## src/rtl/cartoon_pkg.sv

```systemverilog
// Shared types and constants for the cartoon filter pixel fetch path.
// Holds the FSM state enum and the 3x3 window index helpers.
package cartoon_pkg;

  localparam int PIXEL_W = 24;
  localparam int WIN_W   = 216;

  localparam logic [3:0] LOAD_LAST_IDX  = 4'd8;
  localparam logic [3:0] SHIFT_LAST_IDX = 4'd2;
  localparam logic [1:0] LAST_COL       = 2'd2;
  localparam logic [1:0] CENTRE_OFS     = 2'd1;

  typedef enum logic [2:0] {
    ST_IDLE,
    ST_LOAD9,
    ST_PRESENT,
    ST_SHIFT3,
    ST_DONE
  } fetch_state_t;

  // Row (dy) of the k-th read of a full 9-pixel load, rows outer.
  function automatic logic [1:0] load_dy(input logic [3:0] idx);
    case (idx)
      4'd0, 4'd1, 4'd2: load_dy = 2'd0;
      4'd3, 4'd4, 4'd5: load_dy = 2'd1;
      default:          load_dy = 2'd2;
    endcase
  endfunction

  // Column (dx) of the k-th read of a full 9-pixel load, columns inner.
  function automatic logic [1:0] load_dx(input logic [3:0] idx);
    case (idx)
      4'd0, 4'd3, 4'd6: load_dx = 2'd0;
      4'd1, 4'd4, 4'd7: load_dx = 2'd1;
      default:          load_dx = 2'd2;
    endcase
  endfunction

endpackage

```

## src/rtl/fetch_addr_gen.sv

```systemverilog
// Maps a window position (cy,dy,cx,dx) to a 32-bit byte address:
// base + 4*((cy-1+dy)*width + (cx-1+dx)), wrapping modulo 2^32.
module fetch_addr_gen #(
  parameter int DIM_W = 10
) (
  input  logic [31:0]      base,
  input  logic [DIM_W-1:0] width,
  input  logic [DIM_W-1:0] cy,
  input  logic [DIM_W-1:0] cx,
  input  logic [1:0]       dy,
  input  logic [1:0]       dx,
  output logic [31:0]      addr
);

  logic [31:0] row;
  logic [31:0] col;
  logic [31:0] lin;

  always_comb begin
    row  = 32'(cy) + 32'(dy) - 32'd1;
    col  = 32'(cx) + 32'(dx) - 32'd1;
    lin  = row * 32'(width) + col;
    addr = base + (lin << 2);
  end

endmodule

```

## src/rtl/pixel_fetch.sv

```systemverilog
// Fetches 3x3 pixel windows in raster order over an Avalon-MM read master,
// reloading all nine pixels at each row start and three per step otherwise.
module pixel_fetch
  import cartoon_pkg::*;
#(
  parameter int DIM_W = 10
) (
  input  logic              clk,
  input  logic              n_rst,
  input  logic              start,
  input  logic [31:0]       src_base,
  input  logic [31:0]       dst_base,
  input  logic [DIM_W-1:0]  img_width,
  input  logic [DIM_W-1:0]  img_height,
  output logic [31:0]       master_address,
  output logic              master_read,
  input  logic              master_waitrequest,
  input  logic [31:0]       master_readdata,
  input  logic              master_readdatavalid,
  output logic [WIN_W-1:0]  pixelData,
  output logic              window_valid,
  input  logic              window_ready,
  output logic [31:0]       out_addr,
  output logic              frame_done
);

  fetch_state_t state, next_state;

  logic [31:0]      src_q, dst_q;
  logic [DIM_W-1:0] w_q, h_q;
  logic [DIM_W-1:0] cx, cy;
  logic [3:0]       rd_idx;
  logic             pending;

  logic             rd_done, burst_end, row_end, last_row, small_img;
  logic [3:0]       last_idx, iss_idx, cap_slot;
  logic [1:0]       iss_dy, iss_dx;
  logic [31:0]      rd_addr, ctr_addr;
  logic             unused_hi;

  assign unused_hi = ^master_readdata[31:PIXEL_W];

  always_comb begin
    rd_done   = pending && master_readdatavalid;
    last_idx  = (state == ST_SHIFT3) ? SHIFT_LAST_IDX : LOAD_LAST_IDX;
    burst_end = rd_done && (rd_idx == last_idx);
    row_end   = (cx == w_q - DIM_W'(2));
    last_row  = (cy == h_q - DIM_W'(2));
    small_img = (img_width < DIM_W'(3)) || (img_height < DIM_W'(3));
    // While a word is pending, the next issue (on its capture) targets rd_idx+1.
    iss_idx   = pending ? rd_idx + 4'd1 : rd_idx;
    if (state == ST_SHIFT3) begin
      iss_dy   = iss_idx[1:0];
      iss_dx   = LAST_COL;
      cap_slot = 4'(rd_idx * 4'd3 + 4'd2);
    end else begin
      iss_dy   = load_dy(iss_idx);
      iss_dx   = load_dx(iss_idx);
      cap_slot = rd_idx;
    end
  end

  fetch_addr_gen #(.DIM_W(DIM_W)) u_rd_addr (
    .base  (src_q),
    .width (w_q),
    .cy    (cy),
    .cx    (cx),
    .dy    (iss_dy),
    .dx    (iss_dx),
    .addr  (rd_addr)
  );

  fetch_addr_gen #(.DIM_W(DIM_W)) u_ctr_addr (
    .base  (dst_q),
    .width (w_q),
    .cy    (cy),
    .cx    (cx),
    .dy    (CENTRE_OFS),
    .dx    (CENTRE_OFS),
    .addr  (ctr_addr)
  );

  always_ff @(posedge clk or negedge n_rst) begin
    if (!n_rst) state <= ST_IDLE;
    else        state <= next_state;
  end

  always_comb begin
    next_state = state;
    case (state)
      ST_IDLE:    if (start) next_state = small_img ? ST_DONE : ST_LOAD9;
      ST_LOAD9,
      ST_SHIFT3:  if (burst_end) next_state = ST_PRESENT;
      ST_PRESENT: if (window_ready) begin
                    if (!row_end)      next_state = ST_SHIFT3;
                    else if (!last_row) next_state = ST_LOAD9;
                    else               next_state = ST_DONE;
                  end
      ST_DONE:    next_state = ST_IDLE;
      default:    next_state = ST_IDLE;
    endcase
  end

  always_ff @(posedge clk or negedge n_rst) begin
    if (!n_rst) begin
      src_q          <= '0;
      dst_q          <= '0;
      w_q            <= '0;
      h_q            <= '0;
      cx             <= '0;
      cy             <= '0;
      rd_idx         <= '0;
      pending        <= 1'b0;
      master_read    <= 1'b0;
      master_address <= '0;
      pixelData      <= '0;
      window_valid   <= 1'b0;
      out_addr       <= '0;
      frame_done     <= 1'b0;
    end else begin
      frame_done <= (next_state == ST_DONE);
      case (state)
        ST_IDLE: if (start) begin
          src_q       <= src_base;
          dst_q       <= dst_base;
          w_q         <= img_width;
          h_q         <= img_height;
          cx          <= DIM_W'(1);
          cy          <= DIM_W'(1);
          rd_idx      <= '0;
          pending     <= 1'b0;
          master_read <= 1'b0;
        end
        ST_LOAD9, ST_SHIFT3: begin
          if (rd_done) begin
            pending <= 1'b0;
            pixelData[int'(cap_slot)*PIXEL_W +: PIXEL_W] <= master_readdata[PIXEL_W-1:0];
            if (burst_end) begin
              window_valid <= 1'b1;
              out_addr     <= ctr_addr;
            end else begin
              rd_idx         <= rd_idx + 4'd1;
              master_read    <= 1'b1;
              master_address <= rd_addr;
            end
          end else if (master_read && !master_waitrequest) begin
            master_read <= 1'b0;
            pending     <= 1'b1;
          end else if (!master_read && !pending) begin
            master_read    <= 1'b1;
            master_address <= rd_addr;
          end
        end
        ST_PRESENT: if (window_ready) begin
          window_valid <= 1'b0;
          rd_idx       <= '0;
          if (!row_end) begin
            cx <= cx + DIM_W'(1);
            // Slide the window one column left; column 2 is refilled by SHIFT3.
            for (int dy = 0; dy < 3; dy++) begin
              pixelData[(3*dy)*PIXEL_W +: PIXEL_W]   <= pixelData[(3*dy+1)*PIXEL_W +: PIXEL_W];
              pixelData[(3*dy+1)*PIXEL_W +: PIXEL_W] <= pixelData[(3*dy+2)*PIXEL_W +: PIXEL_W];
            end
          end else if (!last_row) begin
            cx <= DIM_W'(1);
            cy <= cy + DIM_W'(1);
          end
        end
        default: ;
      endcase
    end
  end

endmodule

```

## config.mk

```make
export PLATFORM = sky130hd
export DESIGN_NAME = pixel_fetch
export DESIGN_NICKNAME = d
export VERILOG_FILES = /design/src/rtl/cartoon_pkg.sv /design/src/rtl/fetch_addr_gen.sv /design/src/rtl/pixel_fetch.sv
export SDC_FILE = /design/constraint.sdc
export NUM_CORES = 2
export LEC_CHECK = 0
export CAP_MARGIN = 10
export CORE_ASPECT_RATIO = 1.2
export CORE_MARGIN = 2
export CORE_UTILIZATION = 55
export DETAILED_ROUTE_END_ITERATION = 8
export PLACE_DENSITY_LB_ADDON = 0.2
export SLEW_MARGIN = 20
export SYNTH_ARGS = -nofsm -noshare
export SYNTH_HDL_FRONTEND = slang
export SYNTH_SLANG_ARGS = --single-unit
```

## constraint.sdc

```tcl
create_clock -name clk -period 14.3 [get_ports clk]
set_input_delay 2.86 -clock clk [delete_from_list [all_inputs] [get_ports clk]]
set_output_delay 2.86 -clock clk [all_outputs]
set_load 0.1 [all_outputs]
```

==> summary.txt <==
Status
  – Outcome: complete, no violations

Setup path
  – Nature of the critical path startpoint: flop
  – Endpoint kind of the worst setup timing path: flop
  – Worst-path maximum fanout: 72
  – Setup Crit Path Kind: flop to flop
  – Worst-case reg-to-reg path depth: 44
  – Critical Path Slowest Stage Cell: sky130_fd_sc_hd__nor4_2
  – Critical path required time: 14.77 ns
  – Biggest cell delay along the critical path: 0.79 ns
  – Arrival time of data at the critical path endpoint: 12.66 ns

Route
  – Number of nets with antenna violations after detailed routing: 0
  – Number of design-rule violations left by the first detailed-router iteration: 2,534
  – Final routed wire length divided by cell count: 20.9 microns
  – DR vias: 32,700
  – Routed via count divided by cell count: 5.81
  – DRC violation count after routing: 0
  – Drt first pass iters: 6
  – Total wirelength of the detailed-routed design: 118,000 microns

Clock tree
  – Number of clock sinks: 395
  – CTS H-tree lvls: 2
  – Clock-pin transition on the worst setup and hold timing paths: 0.07 ns
  – Root buffer cell: sky130_fd_sc_hd__clkbuf_16
  – Maximum root-to-sink buffer count: 3
  – Clock tree from TritonCTS: yes
  – Count of cells resized by post-cts repair: 0
  – CTS Hold Bufs: 0
  – Number of buffers inserted during clock tree synthesis: 45
  – Total setup buffers inserted after CTS: 0
  – Clock latency on the worst-skew pair: 0.60 ns

Synthesis
  – Synth Area in XOR/XNOR: 4.66%
  – Fraction of post-synthesis cell area in the top cell type by area: 25.8%
  – Simple-gate portion of the synthesized area: 17.0%
  – Synthesized netlist cell count: 4,398
  – Share of async-settable or async-resettable flops after synthesis: 100%
  – Cell area after synthesis: 0.0384 sq mm
  – Sequential share of the synthesized area: 25.8%
  – Dominant synthesized flop cell: sky130_fd_sc_hd__dfrtp_1
  – Post-synthesis share of cell area spent on full adders, half adders and majority gates: 27.8%
  – Number of synthesized flops with an enable pin: 0
  – Number of nets in the synthesized netlist: 5,139
  – Mean cell area of the mapped netlist: 8.72 sq um
  – Multiplexer share of the synthesized area: 2.54%
  – Number of warnings issued by yosys: 0
  – Post-synth cell types: 93
  – Synth Area in Compound Gates: 14.3%
  – Top cells by area in the synthesized netlist: sky130_fd_sc_hd__dfrtp_1 26%, sky130_fd_sc_hd__fa_1 20%, sky130_fd_sc_hd__nand2_1 8.1%, sky130_fd_sc_hd__ha_1 7.4%, sky130_fd_sc_hd__inv_1 5.6%
  – Main combinational cell family by area after synthesis: adder cells
  – Number of synthesized register bits: 395
  – Synth area leader: sky130_fd_sc_hd__dfrtp_1

Job
  – Number of max-cap violations: 0

Timing
  – Maximum frequency from static timing analysis: 0.0820 GHz
  – Final count of pins violating max slew: 0
  – Hold Vio Cnt, Final: 0
  – Transition time at the pin with the least slew margin: 1.19 ns
  – Post-route clock skew: 0.0254 ns
  – Setup repair after global routing missed its margin: false
  – Worst-case headroom to the max-slew limit: 19.8%
  – Final worst path period need: 12.19 ns
  – Post-Route Setup TNS: 0 ns
  – Final Cycle Share: 85.3%
  – Final setup viols: 0

Die
  – Placeable core region: 0.0694 sq mm
  – Count of pins on the block boundary: 405
  – Die area: 0.0719 sq mm
  – Horizontal die dimension: 245 microns
  – Initial standard-cell utilization of the core: 55.3%
  – Die outline height: 293 microns
  – Row count: 106

GRT
  – Vias in the first global route: 33,200
  – Maximum number of pins on one net before global-route repair: 160
  – Total congestion overflow: 0
  – Number of antenna violations at the first check in global routing: 3
  – First-pass GRT wire length: 185,000 microns
  – GR Util All Layers: 33.1%

Layout
  – Fin nets: 5,415
  – Most common cell after layout, fill and taps aside: sky130_fd_sc_hd__nand2_1
  – Most frequent cells in the layout: 822 x sky130_fd_sc_hd__nand2_1, 577 x sky130_fd_sc_hd__inv_1, 395 x sky130_fd_sc_hd__clkdlybuf4s50_1
  – Count of filler cells inserted in the layout: 5,948
  – Layout overhead on the synthesized area: 16.1%
  – Layout cells sized above 1: 5.42%

Worst hold path
  – HP Class: flop to flop
  – Number of stages on the worst hold path: 2

Placed design
  – Input/output buffers: 396
  – Post-detailed-placement half-perimeter wirelength: 90,400 microns
  – Final Wtd Congestion: 0.969
[Yosys cell counts, types with 79 or more instances]
| library cell | instances |
|---|---|
| sky130_fd_sc_hd__nand2_1 | 823 |
| sky130_fd_sc_hd__inv_1 | 577 |
| sky130_fd_sc_hd__dfrtp_1 | 395 |
| sky130_fd_sc_hd__fa_1 | 391 |
| sky130_fd_sc_hd__o21ai_0 | 254 |
| sky130_fd_sc_hd__ha_1 | 228 |
| sky130_fd_sc_hd__a21oi_1 | 186 |
| sky130_fd_sc_hd__nor2_1 | 176 |
| sky130_fd_sc_hd__clkbuf_1 | 152 |
| sky130_fd_sc_hd__a22oi_1 | 129 |
| sky130_fd_sc_hd__xnor2_1 | 123 |
| sky130_fd_sc_hd__and2_1 | 103 |
| sky130_fd_sc_hd__nand3_1 | 79 |
[critical path, delay by kind of cell, from the launching register on]
family / cells / cell delay (ns)
fa+ha+maj: 10 / 4.15
compound gates: 12 / 2.56
simple gates: 9 / 2.50
buf+inv: 8 / 1.47
xor+xnor: 4 / 0.74
flops: 1 / 0.35
mux: 1 / 0.27
[kinds of logic (layout without fill, tap and decap cells)]
| family | count (synthesis) | in the layout |
|---|---|---|
| and+or+nand+nor | 1451 | 1451 |
| AOI/OAI and AO/OA | 858 | 858 |
| adders and majority gates | 619 | 619 |
| DFF | 395 | 395 |
| muxes | 89 | 89 |
| other | 0 | 3 |
| buffers and inverters | 787 | 1096 |
| xor gates and xnor gates | 199 | 199 |
[registers in the layout, summed over array words and instances (netlist names)]
signal and cells:
window_valid 1, master_read 1, cx 10, h_q 10, dst_q 32, w_q 10, pending 1, frame_done 1
state 3, out_addr 32, cy 10, rd_idx 4, pixelData 216, src_q 32, master_address 32
[per-layer routing]
layer	vias up	GRT usage, %	part of all wire (%)
met5	-	0	0
met4	0	18.1	6.3
met3	373	4.59	6.2
met2	1252	57.0	50
met1	16100	40.0	38
li1	15000	-	-
[path summary, 6_finish.rpt]
check | from | endpoint | slack, ns
min | dst_q[0]$_DFFE_PN0P_ | out_addr[0]$_DFFE_PN0P_ | 0.47
max reg2reg | rd_idx[0]$_DFFE_PN0P_ | master_address[29]$_DFFE_PN0P_ | 2.11
min in group asynchronous | n_rst | pixelData[93]$_DFFE_PN0P_ | 2.32
max | rd_idx[0]$_DFFE_PN0P_ | master_address[29]$_DFFE_PN0P_ | 2.11
max in group asynchronous | n_rst | src_q[25]$_DFFE_PN0P_ | 9.72
min reg2reg | dst_q[0]$_DFFE_PN0P_ | out_addr[0]$_DFFE_PN0P_ | 0.47
[area by class of cell]
class,instances,area [sq um],area share (%)
Multi-Input combinational cell,3216,25500,57.3
Sequential cell,395,9890,22.2
Timing Repair Buffer,437,4290,9.63
Inverter,579,2170,4.88
Clock buffer,61,1300,2.91
Tap cell,918,1150,2.58
Clock inverter,19,220,0.494
Antenna cell,3,7.51,0.0168
[through the flow]
step	util (%)	instances	worst slack [ns]	hold slack, ns	cell area (sq um)
3_3_place_gp	62.0	5545	2.50	0.449	43000
2_1_floorplan	-	4398	3.64	0.439	38400
5_1_grt	64.2	5628	0.988	0.486	44600
3_5_place_dp	62.0	5545	2.39	0.458	43000
4_1_cts	64.2	5625	2.26	0.470	44500
6_report	64.2	5628	2.11	0.470	44600
Power is left out: the tool's default activity adds up to more than one toggle a clock period on the data nets, which glitch-free logic cannot reach.
